<file path="src/rtl/align_rshift_seq.sv">
// Sequential right-shift alignment unit: one binary shift stage per clock,
// logical or arithmetic, producing aligned mantissa plus guard/round/sticky.
module align_rshift_seq #(
  parameter int WIDTH = 8,
  parameter int SHW   = 3
) (
  input  logic             clk,
  input  logic             rst_n,
  input  logic             in_valid,
  output logic             in_ready,
  input  logic [WIDTH-1:0] in_data,
  input  logic [SHW-1:0]   in_shift,
  input  logic             in_arith,
  output logic             out_valid,
  input  logic             out_ready,
  output logic [WIDTH-1:0] out_data,
  output logic             out_guard,
  output logic             out_round,
  output logic             out_sticky
);

  localparam int XW = WIDTH + 2;

  localparam logic [1:0] ST_IDLE  = 2'd0;
  localparam logic [1:0] ST_SHIFT = 2'd1;
  localparam logic [1:0] ST_DONE  = 2'd2;

  localparam logic [SHW-1:0] K_LAST = SHW'(SHW - 1);

  logic [1:0]     state_q, state_d;
  logic [XW-1:0]  x_q, x_d;
  logic           s_q, s_d;
  logic [SHW-1:0] a_q, a_d;
  logic           f_q, f_d;
  logic [SHW-1:0] k_q, k_d;

  // Stage k shifts X right by 2^k, filling with F, and ORs the dropped bits.
  logic [2*XW-1:0] stage_ext;
  logic [XW-1:0]   stage_x;
  logic            stage_drop;
  int              stage_amt;

  always_comb begin
    stage_amt  = 1 << k_q;
    stage_ext  = {{XW{f_q}}, x_q} >> stage_amt;
    stage_x    = stage_ext[XW-1:0];
    stage_drop = 1'b0;
    for (int i = 0; i < XW; i++) begin
      if (i < stage_amt) stage_drop = stage_drop | x_q[i];
    end
  end

  // NOTE: every next-state signal gets a default first so no latch is inferred.
  always_comb begin
    state_d = state_q;
    x_d     = x_q;
    s_d     = s_q;
    a_d     = a_q;
    f_d     = f_q;
    k_d     = k_q;
    case (state_q)
      ST_IDLE: begin
        if (in_valid) begin
          x_d     = {in_data, 2'b00};
          s_d     = 1'b0;
          a_d     = in_shift;
          f_d     = in_arith & in_data[WIDTH-1];
          k_d     = '0;
          state_d = ST_SHIFT;
        end
      end
      ST_SHIFT: begin
        if (a_q[k_q]) begin
          x_d = stage_x;
          s_d = s_q | stage_drop;
        end
        // Every stage costs a cycle, even when its shift bit is clear.
        if (k_q == K_LAST) begin
          state_d = ST_DONE;
        end else begin
          k_d = k_q + 1'b1;
        end
      end
      ST_DONE: begin
        if (out_ready) state_d = ST_IDLE;
      end
      default: state_d = ST_IDLE;
    endcase
  end

  // NOTE: sequential state uses non-blocking assignments only, and the whole
  // datapath is cleared on reset so an aborted operation leaves no residue.
  always_ff @(posedge clk or negedge rst_n) begin
    if (!rst_n) begin
      state_q <= ST_IDLE;
      x_q     <= '0;
      s_q     <= 1'b0;
      a_q     <= '0;
      f_q     <= 1'b0;
      k_q     <= '0;
    end else begin
      state_q <= state_d;
      x_q     <= x_d;
      s_q     <= s_d;
      a_q     <= a_d;
      f_q     <= f_d;
      k_q     <= k_d;
    end
  end

  assign in_ready   = (state_q == ST_IDLE);
  assign out_valid  = (state_q == ST_DONE);
  assign out_data   = x_q[XW-1:2];
  assign out_guard  = x_q[1];
  assign out_round  = x_q[0];
  assign out_sticky = s_q;

endmodule

</file>
<file path="config.mk">
export PLATFORM = sky130hd
export DESIGN_NAME = align_rshift_seq
export DESIGN_NICKNAME = d
export VERILOG_FILES = /design/src/rtl/align_rshift_seq.sv
export SDC_FILE = /design/constraint.sdc
export NUM_CORES = 1
export LEC_CHECK = 0
export CELL_PAD_IN_SITES_DETAIL_PLACEMENT = 1
export CELL_PAD_IN_SITES_GLOBAL_PLACEMENT = 2
export CORE_AREA = 2 2 78 80
export CTS_BUF_LIST = sky130_fd_sc_hd__clkbuf_2
export CTS_CLUSTER_SIZE = 12
export DETAILED_ROUTE_END_ITERATION = 10
export DIE_AREA = 0 0 80 82
export GPL_TIMING_DRIVEN = 0
export PLACE_DENSITY_LB_ADDON = 0.1
export SLEW_MARGIN = 40
export SYNTH_ARGS = -nofsm -noshare
export SYNTH_HDL_FRONTEND = slang
export SYNTH_SLANG_ARGS = --single-unit
</file>
<file path="constraint.sdc">
create_clock -name clk -period 2.4 [get_ports clk]
set_input_delay 0.48 -clock clk [delete_from_list [all_inputs] [get_ports clk]]
set_output_delay 0.48 -clock clk [all_outputs]
set_load 0.05 [all_outputs]
</file>
==> impl_summary.txt <==
----------------------------------------------------
[Synth]
  Fraction of the yosys area taken by sequential cells ... 0.270
  Distinct cells, synth ... 58
  Number of cells produced by synthesis ... 223
  Warnings from Yosys ... 0
  Net count after synthesis ... 244
  Async set-reset flop share out of synthesis ... 1.00
  Largest area contributor in the netlist ... sky130_fd_sc_hd__dfrtp_1
  Number of flops mapped to enable cells by yosys ... 0
  Synth top area cells ... sky130_fd_sc_hd__dfrtp_1, sky130_fd_sc_hd__nand2_1, sky130_fd_sc_hd__o21ai_0
  Area fraction of the dominant cell type after synthesis ... 0.270
  Ranking of synthesized cells by instance count ... sky130_fd_sc_hd__nand2_1, sky130_fd_sc_hd__dfrtp_1, sky130_fd_sc_hd__nor2_1
  Cell area after synthesis ... 1860 sq um
  Most frequent cell after synthesis ... sky130_fd_sc_hd__nand2_1
  Ys flop type ... sky130_fd_sc_hd__dfrtp_1
  Mean cell area of the mapped netlist ... 8.32 sq um
  Post-synthesis sequential element count ... 20

[Clock tree]
  Total number of clock tree sinks ... 20
  CTS Buf Count ... 3
  Buffers from clock root to sink, at most ... 2
  Post-CTS Hold Fix Bufs ... 0
  Number of gates resized after CTS ... 2
  Clock latency of the later-clocked register in the worst-skew pair ... 350 ps
  TritonCTS clock tree ... done
  Cell at the root of the clock tree ... sky130_fd_sc_hd__clkbuf_2
  Total setup buffers inserted after CTS ... 0
  Post-CTS clock slew at the launch and capture registers of the worst setup and hold paths ... 230 ps
  Number of H-tree levels ... 1

[Detailed routing]
  Remaining routing DRC violations ... 0
  Initial DRC Count ... 78
  Number of optimization iterations in the first detailed-route pass ... 4
  Mean routed wirelength per cell ... 19.8 um
  Via count of the routed design ... 1,880
  Drt via density ... 5.70
  Drt total wl ... 6540 um
  Remaining number of nets flagged by the antenna check after routing ... 0

[STA]
  Count of final max-slew check failures ... 0
  Clock Skew ... 14.9 ps
  Number of failing setup endpoints in the final timing report ... 0
  Time the worst path needs with I/O delays and setup ... 2330 ps
  RSZ-0062 raised after global routing ... no
  Final period util ... 0.969
  Slew of the pin with the lowest slew margin ... 503 ps
  Maximum clock frequency ... 430 MHz
  Final hold viol count ... 0
  Rel. slew slack ... 0.665

[Critical path]
  Data required, critical path ... 2680 ps
  Arrival time at the worst endpoint ... 2600 ps
  Class of the most critical setup path ... flip-flop to flip-flop
  Sort of element at the end of the critical path ... flip-flop
  Startpoint Class ... flip-flop
  Worst-path fanout max ... 10

[Place]
  Final HPWL from detailed placement ... 5050 um
  # placed instances ... 326
  Count of buffers inserted at the top-level ports ... 28
  Gpl congestion ... 0.875

[Final layout]
  Count of non-filler cells in the finished layout ... 330
  Post-layout net count ... 277
  Share of cells above drive strength 1 ... 0.145
  Number of inserted diodes ... 0
  Synthesis-to-finish area growth ... 24.1%

[Floorplanning]
  Floorplan die height ... 82 um
  Core area ... 5750 sq um
  Die Area ... 6560 sq um
  Top-level port count ... 29
  Cell row count ... 28
  Starting utilization of the core area ... 0.323
  Die Width ... 80 um

[GRT]
  Vias in the first global route ... 1,949
  Global-route wire length before repair ... 10,600 um
  Largest net degree at the start of global routing ... 21
  Number of antenna violations at the first check in global routing ... 0
  Total congestion overflow ... 0
  Total routing resource utilization after global routing ... 0.214

[Power]
  Leakage component of the power ... 0.922 nW
  Total power divided by cell area ... 1740 nW/um^2
  Total chip power ... 4.00 mW
  IR Drop Worst-Case VDD ... 0.609 mV

[Worst hold path]
  Tightest Hold Check Type ... input port to async pin

[Run status]
  Outcome ... finished clean

[Flow run]
  Max-cap violations ... 0

----------------------------------------------------
## per-stage QoR
step / utilization / instance area, sq um / hold slack, ps / setup slack [ps] / TNS [ps]
6_report: 0.401 / 2300 / 45.7 / 73.6 / 0
4_1_cts: 0.396 / 2270 / 37.9 / 16.6 / 0
3_5_place_dp: 0.387 / 2220 / 461 / -53.9 / -53.9
2_1_floorplan: - / 1860 / 184 / 341 / 0
3_3_place_gp: 0.388 / 2230 / 457 / -93.3 / -93.3
5_1_grt: 0.401 / 2300 / 49.3 / 23.9 / 0
## layer usage
metal / wire length (um) / track usage
met5: 0 / 0
met4: 108 / 0.0610
met3: 147 / 0.0132
met2: 3150 / 0.363
met1: 3130 / 0.296
## cell usage in the layout, fill, tap and decap left out, types with 4 or more instances in the layout
master	synthesis	layout
sky130_fd_sc_hd__nand2_1	35	35
sky130_fd_sc_hd__o211ai_1	6	6
sky130_fd_sc_hd__inv_1	9	9
sky130_fd_sc_hd__a31oi_1	6	6
sky130_fd_sc_hd__nand3_1	4	4
sky130_fd_sc_hd__dfrtp_1	20	20
sky130_fd_sc_hd__a21oi_1	8	8
sky130_fd_sc_hd__clkbuf_1	5	5
sky130_fd_sc_hd__nor2_1	17	17
sky130_fd_sc_hd__nor2b_1	6	5
sky130_fd_sc_hd__a221oi_1	4	4
sky130_fd_sc_hd__a22oi_1	5	5
sky130_fd_sc_hd__clkdlybuf4s50_1	0	26
sky130_fd_sc_hd__o21ai_1	5	5
sky130_fd_sc_hd__clkbuf_8	4	4
sky130_fd_sc_hd__o21ai_0	14	14
## final cells by class
cell class | count | area, sq um
multi-input combinational | 176 | 1190
timing repair buffer | 28 | 278
sequential | 20 | 500
fill | 703 | 3440
clock inverter | 1 | 30.0
tap | 75 | 93.8
inverter | 10 | 37.5
buffer | 17 | 163
clock buffer | 3 | 15.0
## path summary, 6_finish.rpt
kind / from / endpoint / depth (start not counted) / slack [ps]
worst max-delay path: k_q[1] / x_q[0] / 9 / 70
worst min-delay path: rst_n / k_q[0] / 1 / 50
worst max register to register: k_q[1] / x_q[0] / 9 / 70
worst min register to register: a_q[1] / a_q[1] / 2 / 510
max in group asynchronous: rst_n / k_q[1] / 1 / 2020
min in group clk: a_q[1] / a_q[1] / 2 / 510
## power by group
group | leakage (nW) | switching, mW | internal (mW)
clock network | 0.0266 | 0.124 | 0.144
registers | 0.247 | 0.188 | 0.495
logic | 0.648 | 1.88 | 1.17
## critical path, stage by stage, from the launching register on
cell and delay [ps]:
sky130_fd_sc_hd__dfrtp_1 460, sky130_fd_sc_hd__buf_6 170, sky130_fd_sc_hd__inv_2 170, sky130_fd_sc_hd__ha_2 270, sky130_fd_sc_hd__clkbuf_4 240, sky130_fd_sc_hd__nor2b_4 210, sky130_fd_sc_hd__nor2_1 50, sky130_fd_sc_hd__o221ai_1 270
sky130_fd_sc_hd__a31oi_1 160, sky130_fd_sc_hd__mux2_2 280
## registers in the layout, indices dropped and copies added, names as in the netlist
| name | flops |
|---|---|
| a_q | 3 |
| f_q | 1 |
| k_q | 3 |
| out_sticky | 1 |
| state_q | 2 |
| x_q | 10 |
## cells by family (layout without fill, tap and decap cells)
family,after synthesis,in the layout,synth area share
muxes,5,5,0.0378
and+or+nand+nor,82,82,0.214
AOI/OAI and AO/OA,84,84,0.339
DFF,20,20,0.270
adders and majority gates,5,5,0.0337
buffers and inverters,27,59,0.107
Note: power is estimated with default switching activity, not from simulation.
